===== src/rtl/fetch_queue_pkg.sv =====
// fetch_pkg: shared types for the instruction fetch front end.
// XLEN, FSM state encoding, prefetch queue entry, default reset PC.
package fetch_pkg;

  localparam int XLEN = 16;

  typedef enum logic [1:0] {
    IDLE,
    WAIT,
    DROP
  } fetch_state_t;

  typedef struct packed {
    logic [XLEN-1:0] pc;
    logic [XLEN-1:0] inst;
  } fetch_entry_t;

  localparam logic [XLEN-1:0] DEFAULT_RESET_PC = 16'h0000;

endpackage


===== src/rtl/fetch_queue_inst_fifo.sv =====
// inst_fifo: synchronous prefetch FIFO of {pc, inst} entries.
// Ports: clk, rst, flush, push/wr_data, pop/rd_data, count.
module inst_fifo
  import fetch_pkg::*;
#(
  parameter int DEPTH = 4,
  parameter int CNT_W = $clog2(DEPTH) + 1
) (
  input  logic             clk,
  input  logic             rst,
  input  logic             flush,
  input  logic             push,
  input  fetch_entry_t     wr_data,
  input  logic             pop,
  output fetch_entry_t     rd_data,
  output logic [CNT_W-1:0] count
);

  localparam int PTR_W = $clog2(DEPTH);
  localparam logic [CNT_W-1:0] FULL = CNT_W'(DEPTH);

  fetch_entry_t     mem [DEPTH];
  logic [PTR_W-1:0] wr_ptr;
  logic [PTR_W-1:0] rd_ptr;
  logic             do_push;
  logic             do_pop;

  assign do_pop  = pop & (count != '0);
  assign do_push = push & ((count != FULL) | do_pop);
  assign rd_data = mem[rd_ptr];

  always_ff @(posedge clk or posedge rst) begin
    if (rst) begin
      wr_ptr <= '0;
      rd_ptr <= '0;
      count  <= '0;
    end else if (flush) begin
      wr_ptr <= '0;
      rd_ptr <= '0;
      count  <= '0;
    end else begin
      if (do_push) wr_ptr <= wr_ptr + 1'b1;
      if (do_pop)  rd_ptr <= rd_ptr + 1'b1;
      unique case ({do_push, do_pop})
        2'b10:   count <= count + 1'b1;
        2'b01:   count <= count - 1'b1;
        default: count <= count;
      endcase
    end
  end

  // Storage needs no reset; the count gates visibility.
  always_ff @(posedge clk) begin
    if (do_push && !flush) mem[wr_ptr] <= wr_data;
  end

endmodule


===== src/rtl/fetch_queue.sv =====
// fetch_queue: instruction fetch FSM, fetch_pc and redirect/drop handling.
// Ports: clk, rst; imem_req/addr/ack/rdata; redirect/redirect_pc, stall;
//        inst_valid/inst_out/inst_pc toward decode.
module fetch_queue
  import fetch_pkg::*;
#(
  parameter int          DEPTH    = 4,
  parameter logic [15:0] RESET_PC = DEFAULT_RESET_PC
) (
  input  logic        clk,
  input  logic        rst,
  output logic        imem_req,
  output logic [15:0] imem_addr,
  input  logic        imem_ack,
  input  logic [15:0] imem_rdata,
  input  logic        redirect,
  input  logic [15:0] redirect_pc,
  input  logic        stall,
  output logic        inst_valid,
  output logic [15:0] inst_out,
  output logic [15:0] inst_pc
);

  localparam int CNT_W = $clog2(DEPTH) + 1;
  localparam logic [CNT_W-1:0] FULL = CNT_W'(DEPTH);

  fetch_state_t     state;
  logic [XLEN-1:0]  fetch_pc;
  logic [XLEN-1:0]  req_addr;
  logic [CNT_W-1:0] count;
  logic [CNT_W-1:0] post_cnt;
  fetch_entry_t     wr_entry;
  fetch_entry_t     head;
  logic             push;
  logic             pop;
  logic             has_room;

  assign inst_valid = (count != '0);
  assign inst_out   = inst_valid ? head.inst : '0;
  assign inst_pc    = inst_valid ? head.pc : '0;

  // Request lines come only from registered state.
  assign imem_req  = (state != IDLE);
  assign imem_addr = imem_req ? req_addr : '0;

  assign pop      = inst_valid & ~stall & ~redirect;
  assign push     = (state == WAIT) & imem_ack & ~redirect;
  assign has_room = (count < FULL);
  assign post_cnt = count + CNT_W'(1) - CNT_W'(pop);
  assign wr_entry = '{pc: req_addr, inst: imem_rdata};

  inst_fifo #(
    .DEPTH (DEPTH),
    .CNT_W (CNT_W)
  ) u_fifo (
    .clk     (clk),
    .rst     (rst),
    .flush   (redirect),
    .push    (push),
    .wr_data (wr_entry),
    .pop     (pop),
    .rd_data (head),
    .count   (count)
  );

  always_ff @(posedge clk or posedge rst) begin
    if (rst) begin
      state    <= IDLE;
      fetch_pc <= RESET_PC;
      req_addr <= '0;
    end else begin
      if (redirect)  fetch_pc <= redirect_pc;
      else if (push) fetch_pc <= fetch_pc + 16'd1;
      unique case (state)
        IDLE: begin
          if (!redirect && has_room) begin
            state    <= WAIT;
            req_addr <= fetch_pc;
          end
        end
        WAIT: begin
          // A pending request cannot be withdrawn: park in DROP.
          if (redirect) begin
            state <= imem_ack ? IDLE : DROP;
          end else if (imem_ack) begin
            if (post_cnt < FULL) req_addr <= fetch_pc + 16'd1;
            else                 state    <= IDLE;
          end
        end
        DROP: begin
          if (imem_ack) state <= IDLE;
        end
        default: state <= IDLE;
      endcase
    end
  end

endmodule


===== config.mk =====
export PLATFORM = sky130hd
export DESIGN_NAME = fetch_queue
export DESIGN_NICKNAME = d
export VERILOG_FILES = /design/src/rtl/fetch_queue_pkg.sv /design/src/rtl/fetch_queue_inst_fifo.sv /design/src/rtl/fetch_queue.sv
export SDC_FILE = /design/constraint.sdc
export NUM_CORES = 1
export LEC_CHECK = 0
export CAP_MARGIN = 20
export CORE_MARGIN = 2
export CORE_UTILIZATION = 50
export CTS_CLUSTER_SIZE = 30
export DETAILED_ROUTE_END_ITERATION = 6
export PLACE_DENSITY = 0.72
export SYNTH_ARGS = -nofsm -noshare
export SYNTH_HDL_FRONTEND = slang
export SYNTH_SLANG_ARGS = --single-unit

===== constraint.sdc =====
create_clock -name clk -period 2.6 [get_ports clk]
set_input_delay 0.26 -clock clk [delete_from_list [all_inputs] [get_ports clk]]
set_output_delay 0.26 -clock clk [all_outputs]
set_load 0.01 [all_outputs]

# Word-level counts from Yosys, hierarchy flattened

Memory sizes are Yosys's and may differ from the RTL's.
Index checks and enable logic that the tools add are counted.

Register bits: 41
RAM bits: 128
Memories: 1
Word-level logic and storage cells: 74
Output and inout port bits: 50
Input port bits: 37

Memory list:

| name       | depth | width | rd ports | clocked after memory_dff | write ports | line                        | text |
|---|---|---|---|---|---|---|---|
| u_fifo.mem | 4     | 32    | 1        | 0                        | 1           | fetch_queue_inst_fifo.sv:22 | `fetch_entry_t mem [DEPTH];` |

Bitwise logic cells: 9
$lt $le $gt $ge: 2
Mux-type cells: 25
Reduce and logical (&&, ||, !) cells: 13
Add/sub/neg operators: 6
Equality and inequality tests: 12

Operators with widths:

| operator                                             | number |
|---|---|
| two-way mux 16 bit                                   | 9 |
| case mux 16 bit (2 select lines)                     | 1 |
| two-way mux 2 bit                                    | 10 |
| adder 16 x 1 -> 16 bit (second input constant)       | 1 |
| nonzero test 2 bit                                   | 5 |
| inequality test 3 bit (second input constant)        | 3 |
| inequality test 2 bit (second input constant)        | 4 |
| bitwise AND 1 bit                                    | 6 |
| less-than comparator 3 bit (second input constant)   | 2 |
| case mux 2 bit (3 select lines)                      | 1 |
| case mux 3 bit (2 select lines)                      | 1 |
| nonzero test 3 bit                                   | 2 |
| AND reduction 5 bit                                  | 1 |
| adder 2 x 1 -> 2 bit (second input constant)         | 2 |
| equality test 2 x 1 -> 1 bit (second input constant) | 2 |
| equality test 2 bit (second input constant)          | 2 |
| AND reduction 4 bit                                  | 1 |
| adder 3 x 1 -> 3 bit (second input constant)         | 1 |
| two-way mux 3 bit                                    | 1 |
| subtractor 3 x 1 -> 3 bit                            | 1 |
| subtractor 3 x 1 -> 3 bit (second input constant)    | 1 |
| logical AND 1 bit                                    | 2 |
| logical NOT 2 bit                                    | 1 |
| two-way mux 1 bit                                    | 2 |
| other kinds (4)                                      | 5 |

# Depth between registers and ports, before layout

Depth in word-level cells: 9
Mapped depth: 9
Mapped depth without buffers: 7

# Hierarchy

A second synthesis with hierarchy kept.

Cells, all modules: 507
Area, all modules: 7463.4 um^2

By module, submodules not included:

| module      | sequential area each (um^2) | cells each | area an instance (um^2) | times used |
|---|---|---|---|---|
| inst_fifo   | 4018.9                      | 231        | 5168.7                  | 1 |
| fetch_queue | 850.8                       | 276        | 2294.7                  | 1 |

# Worst setup path after synthesis

OpenSTA, ideal clock, no wires.

Path kind: register to register
Start: register state[1]
End: memory u_fifo.mem[0][0] in the netlist's numbering, enable pin
Setup time: 0.392 ns
Path buffers: 0
Arrival: 2.016 ns
Required time: 2.208 ns
Stages on the path, launching flop included: 4
Setup slack: 0.192 ns
Cell sequence: dfrtp_1 nand3b_2 a311oi_2 and2_1

Cells in the longest elaborated chain, start to end: 7

Ends and longest elaborated chain:

| item                                    | line                        | text |
|---|---|---|
| start, declared                         | fetch_queue.sv:27           | `fetch_state_t state;` |
| start signal, assigned                  | fetch_queue.sv:84           | `state <= imem_ack ? IDLE : DROP;` |
| equality test 2 x 1 -> 1 bit            | fetch_queue.sv:47           | `assign push = (state == WAIT) & imem_ack & ~redirect;` |
| bitwise AND 1 bit (2 in series)         | fetch_queue.sv:47           |  |
| bitwise AND 1 bit                       | fetch_queue_inst_fifo.sv:29 | `assign do_push = push & ((count != FULL) \| do_pop);` |
| logical AND 1 bit                       | fetch_queue_inst_fifo.sv:54 | `if (do_push && !flush) mem[wr_ptr] <= wr_data;` |
| two-way mux 1 bit                       | fetch_queue_inst_fifo.sv:54 |  |
| two-way mux 1 bit (implied by the code) | fetch_queue_inst_fifo.sv:54 |  |
| end, declared                           | fetch_queue_inst_fifo.sv:22 |  |

No other way between the ends.

# Worst setup path in the final report

Start: register u_fifo.count[0]
End: output inst_pc[3]

Cells in the longest elaborated chain, start to end: 2

Ends and longest elaborated chain:

| item                   | line                        | text |
|---|---|---|
| start, declared        | fetch_queue_inst_fifo.sv:16 | `output logic [CNT_W-1:0] count` |
| start signal, assigned | fetch_queue_inst_fifo.sv:45 | `2'b10: count <= count + 1'b1;` |
| start signal, assigned | fetch_queue_inst_fifo.sv:46 | `2'b01: count <= count - 1'b1;` |
| start signal, assigned | fetch_queue_inst_fifo.sv:47 | `default: count <= count;` |
| nonzero test 3 bit     | fetch_queue.sv:38           | `assign inst_valid = (count != '0);` |
| two-way mux 16 bit     | fetch_queue.sv:40           | `assign inst_pc = inst_valid ? head.pc : '0;` |
| end, declared          | fetch_queue.sv:21           | `output logic [15:0] inst_pc` |

No other way between the ends.

==> summary.txt <==
CP required - 2.34 ns
DRC errors left - 0
Post-synth EDFFs - 128
clk sink count - 169
Synth Register Bits - 169
count of input and output buffers - 86
Avg WL per Cell - 18.7 um
max_cap viols - 0
reg2reg start - u_fifo.count[0]
effective utilization at floorplan - 0.511
drt total wl - 14500 um
Reg2Reg Depth - 8
first-pass GRT wire length - 23300 um
Syn Std Cell Area - 7410 um2
ys async rst share - 0.243
Die Height - 126 um
final-report hold violation count - 0
initial antenna violation count - 0
final setup violation count - 0
Hold Path Class - in2async
CTS buffer count - 17
Core Footprint - 14500 um2
Avg Vias per Cell - 5.43
clock-pin slew on the worst setup and hold paths - 0.06 ns
Via Count - 4214
syn avg cell area - 15.8 um2
dpl hpwl - 8860 um
Hold-fix buffers, CTS - 0
I/O pin cnt - 87
Crit Path Max Fanout - 5
Setup TNS Final - 0 ns
Max clock buf depth - 2
cell area after layout - 9400 um2
placed cell areas - 8600 um2
clk_lat worst skew - 0.43 ns
H-tree depth - 4
register-to-register setup slack - 0.19 ns
share of layout cells above drive strength 1 - 0.213
Post-Route Skew - 0.0115 ns
vias in the first global route - 4334
worst setup path class - reg2out
fill count - 1028
WP data arrival - 2.24 ns
largest net degree at the start of global routing - 42
Synth Warn # - 0
Yosys top cell by area - edfxtp_1
gr usage total - 0.194
Worst-Margin Slew - 0.527 ns
PwrDens - 945 nW/um2
Area Growth Syn to Fin - 26.9%
total gr overflow - 0
syn nets - 515
Site Rows - 44
WHS - 0.278 ns
diode count - 0
CP Capture Type - output port
CTS tree - done
initial DRC count - 342
layout net count - 625
top post-synthesis cells by area - edfxtp_1 52%, dfrtp_1 14%, mux4_2 9.7%
final period utilization - 0.961
max-slew violation count - 0
root buf cell - clkbuf_16
CP Launch Type - flop
Yosys top cell area share - 0.519
die area - 15800 um2
Routed Antenna Nets - 0
Die Span X - 126 um
Tmin final - 2.50 ns
DRT Pass-1 Iters - 4
post-synth cell types - 44
post-synthesis sequential area ratio - 0.658
total power - 0.00888 W
r2r endpoint - state[0]
Slew HR - 0.649
Fmax - 400 MHz
LEAKAGE - 3.57 nW
status - complete, no violations
routability cong. - 0.775
Post-Synthesis Cells - 470
worst vdd ir - 0.536 mV
ys flop type - edfxtp_1
critical path: stages, from the launching register on:
cell	delay, ns
dfrtp_1	0.40
inv_2	0.10
ha_4	0.15
and2b_4	0.17
clkinvlp_4	0.20
clkbuf_16	0.23
buf_4	0.15
and2_1	0.13
dlygate4sd2_1	0.27
repair_timing:
item                       CTS  global route
pin swaps                    1             0
cloned                       3             1
setup endpoints to repair   32            11
buffers inserted             4             5
resized for setup           29            14
cell type report:
| class | instances | area, um2 | area share |
|---|---|---|---|
| sequential | 169 | 4870 | 0.518 |
| inverter | 9 | 37.5 | 0.00399 |
| clock inverter | 14 | 198 | 0.0210 |
| multi-input combinational | 265 | 2380 | 0.253 |
| clock buffer | 17 | 425 | 0.0453 |
| timing repair buffer | 118 | 1250 | 0.134 |
| tap | 184 | 230 | 0.0245 |
per-stage QoR:
| stage | cells | utilization | setup WS [ns] |
|---|---|---|---|
| floorplan | 470 | - | 0.192 |
| global placement | 733 | 0.594 | 0.304 |
| detailed placement | 733 | 0.594 | 0.178 |
| CTS | 771 | 0.645 | -0.0330 |
| global route | 776 | 0.649 | -0.00658 |
| finish | 776 | 0.649 | 0.101 |
cell usage in the layout (no fill, tap or decap), drive strengths merged, types with 2 or more instances in the layout:
master         Yosys  layout
and2              36      36
clkinvlp           0       5
inv                9      10
mux2i              2       2
dfrtp             41      41
edfxtp           128     128
and3               2       2
nor2b             20      20
nand3              5       5
dlygate4sd2        0      22
nand4              7       7
ha                 8       8
nor4b              3       3
and3b              2       2
nor2              22      22
mux4              32      32
and4               2       2
mux2              20      20
a211oi             2       2
clkinv             0       4
dlymetal6s2s       0      11
clkdlybuf4s50      0      53
bufinv             0       4
nand2             27      27
buf                9      31
o21ai             18      18
xnor2             23      23
nand3b             2       2
nor3               6       6
xor2              12      12
a21oi              3       3
clkbuf            18      18
report_power, final:
part,switching (W),internal [W],total [W],leakage (nW)
sequential,0.000291,0.00325,0.00354,1.66
combinational,0.00115,0.00157,0.00272,1.62
clock,0.00101,0.00161,0.00262,0.290
kinds of logic (layout without fill, tap and decap cells):
logic type | after synthesis | count (layout) | share of synthesized area
xor+xnor | 35 | 35 | 0.0414
compound gates | 30 | 30 | 0.0253
mux | 54 | 54 | 0.135
simple gates | 138 | 138 | 0.104
buf+inv | 36 | 158 | 0.0228
fa+ha+maj | 8 | 8 | 0.0135
flops | 169 | 169 | 0.658
registers in the layout (all words and copies together) (netlist names):
register and count:
u_fifo.mem 128, fetch_pc 16, req_addr 16, u_fifo.count 3
state 2, u_fifo.rd_ptr 2, u_fifo.wr_ptr 2
worst max-delay path by stage:
stage	startpoint	slack (ns)	end
2_1_floorplan	state[1]	0.19	u_fifo.mem[0][0]
5_1_grt	u_fifo.count[0]	-0.007	state[0]
3_5_place_dp	stall	0.18	state[0]
6_report	u_fifo.count[0]	0.10	inst_pc[3]
3_3_place_gp	stall	0.30	state[0]
4_1_cts	u_fifo.rd_ptr[0]	-0.03	inst_pc[1]
cell usage after synthesis, types with 2 or more instances:
cell type  number
buf_6           2
mux2_2         10
o21ai_0        17
and3_1          2
and2_1         36
a211oi_1        2
and3b_1         2
edfxtp_1      128
mux2i_1         2
nand3_1         5
and4_1          2
ha_1            8
nor4b_1         2
buf_2           6
mux2_4         10
nand2_1        27
inv_1           9
a21oi_1         3
clkbuf_1       18
dfrtp_1        41
nor3_1          5
nand4_1         7
xnor2_1        23
xor2_1         12
mux4_2         32
nor2b_1        20
nor2_1         22
layer usage:
metal,global-route usage,vias to the layer above,wire length (um)
met2,0.331,109,7570
li1,-,1960,-
met1,0.249,2132,6200
met3,0.0425,13,616
met4,0.0627,0,156
met5,0,-,0
Power figures use the tool's default switching activity.
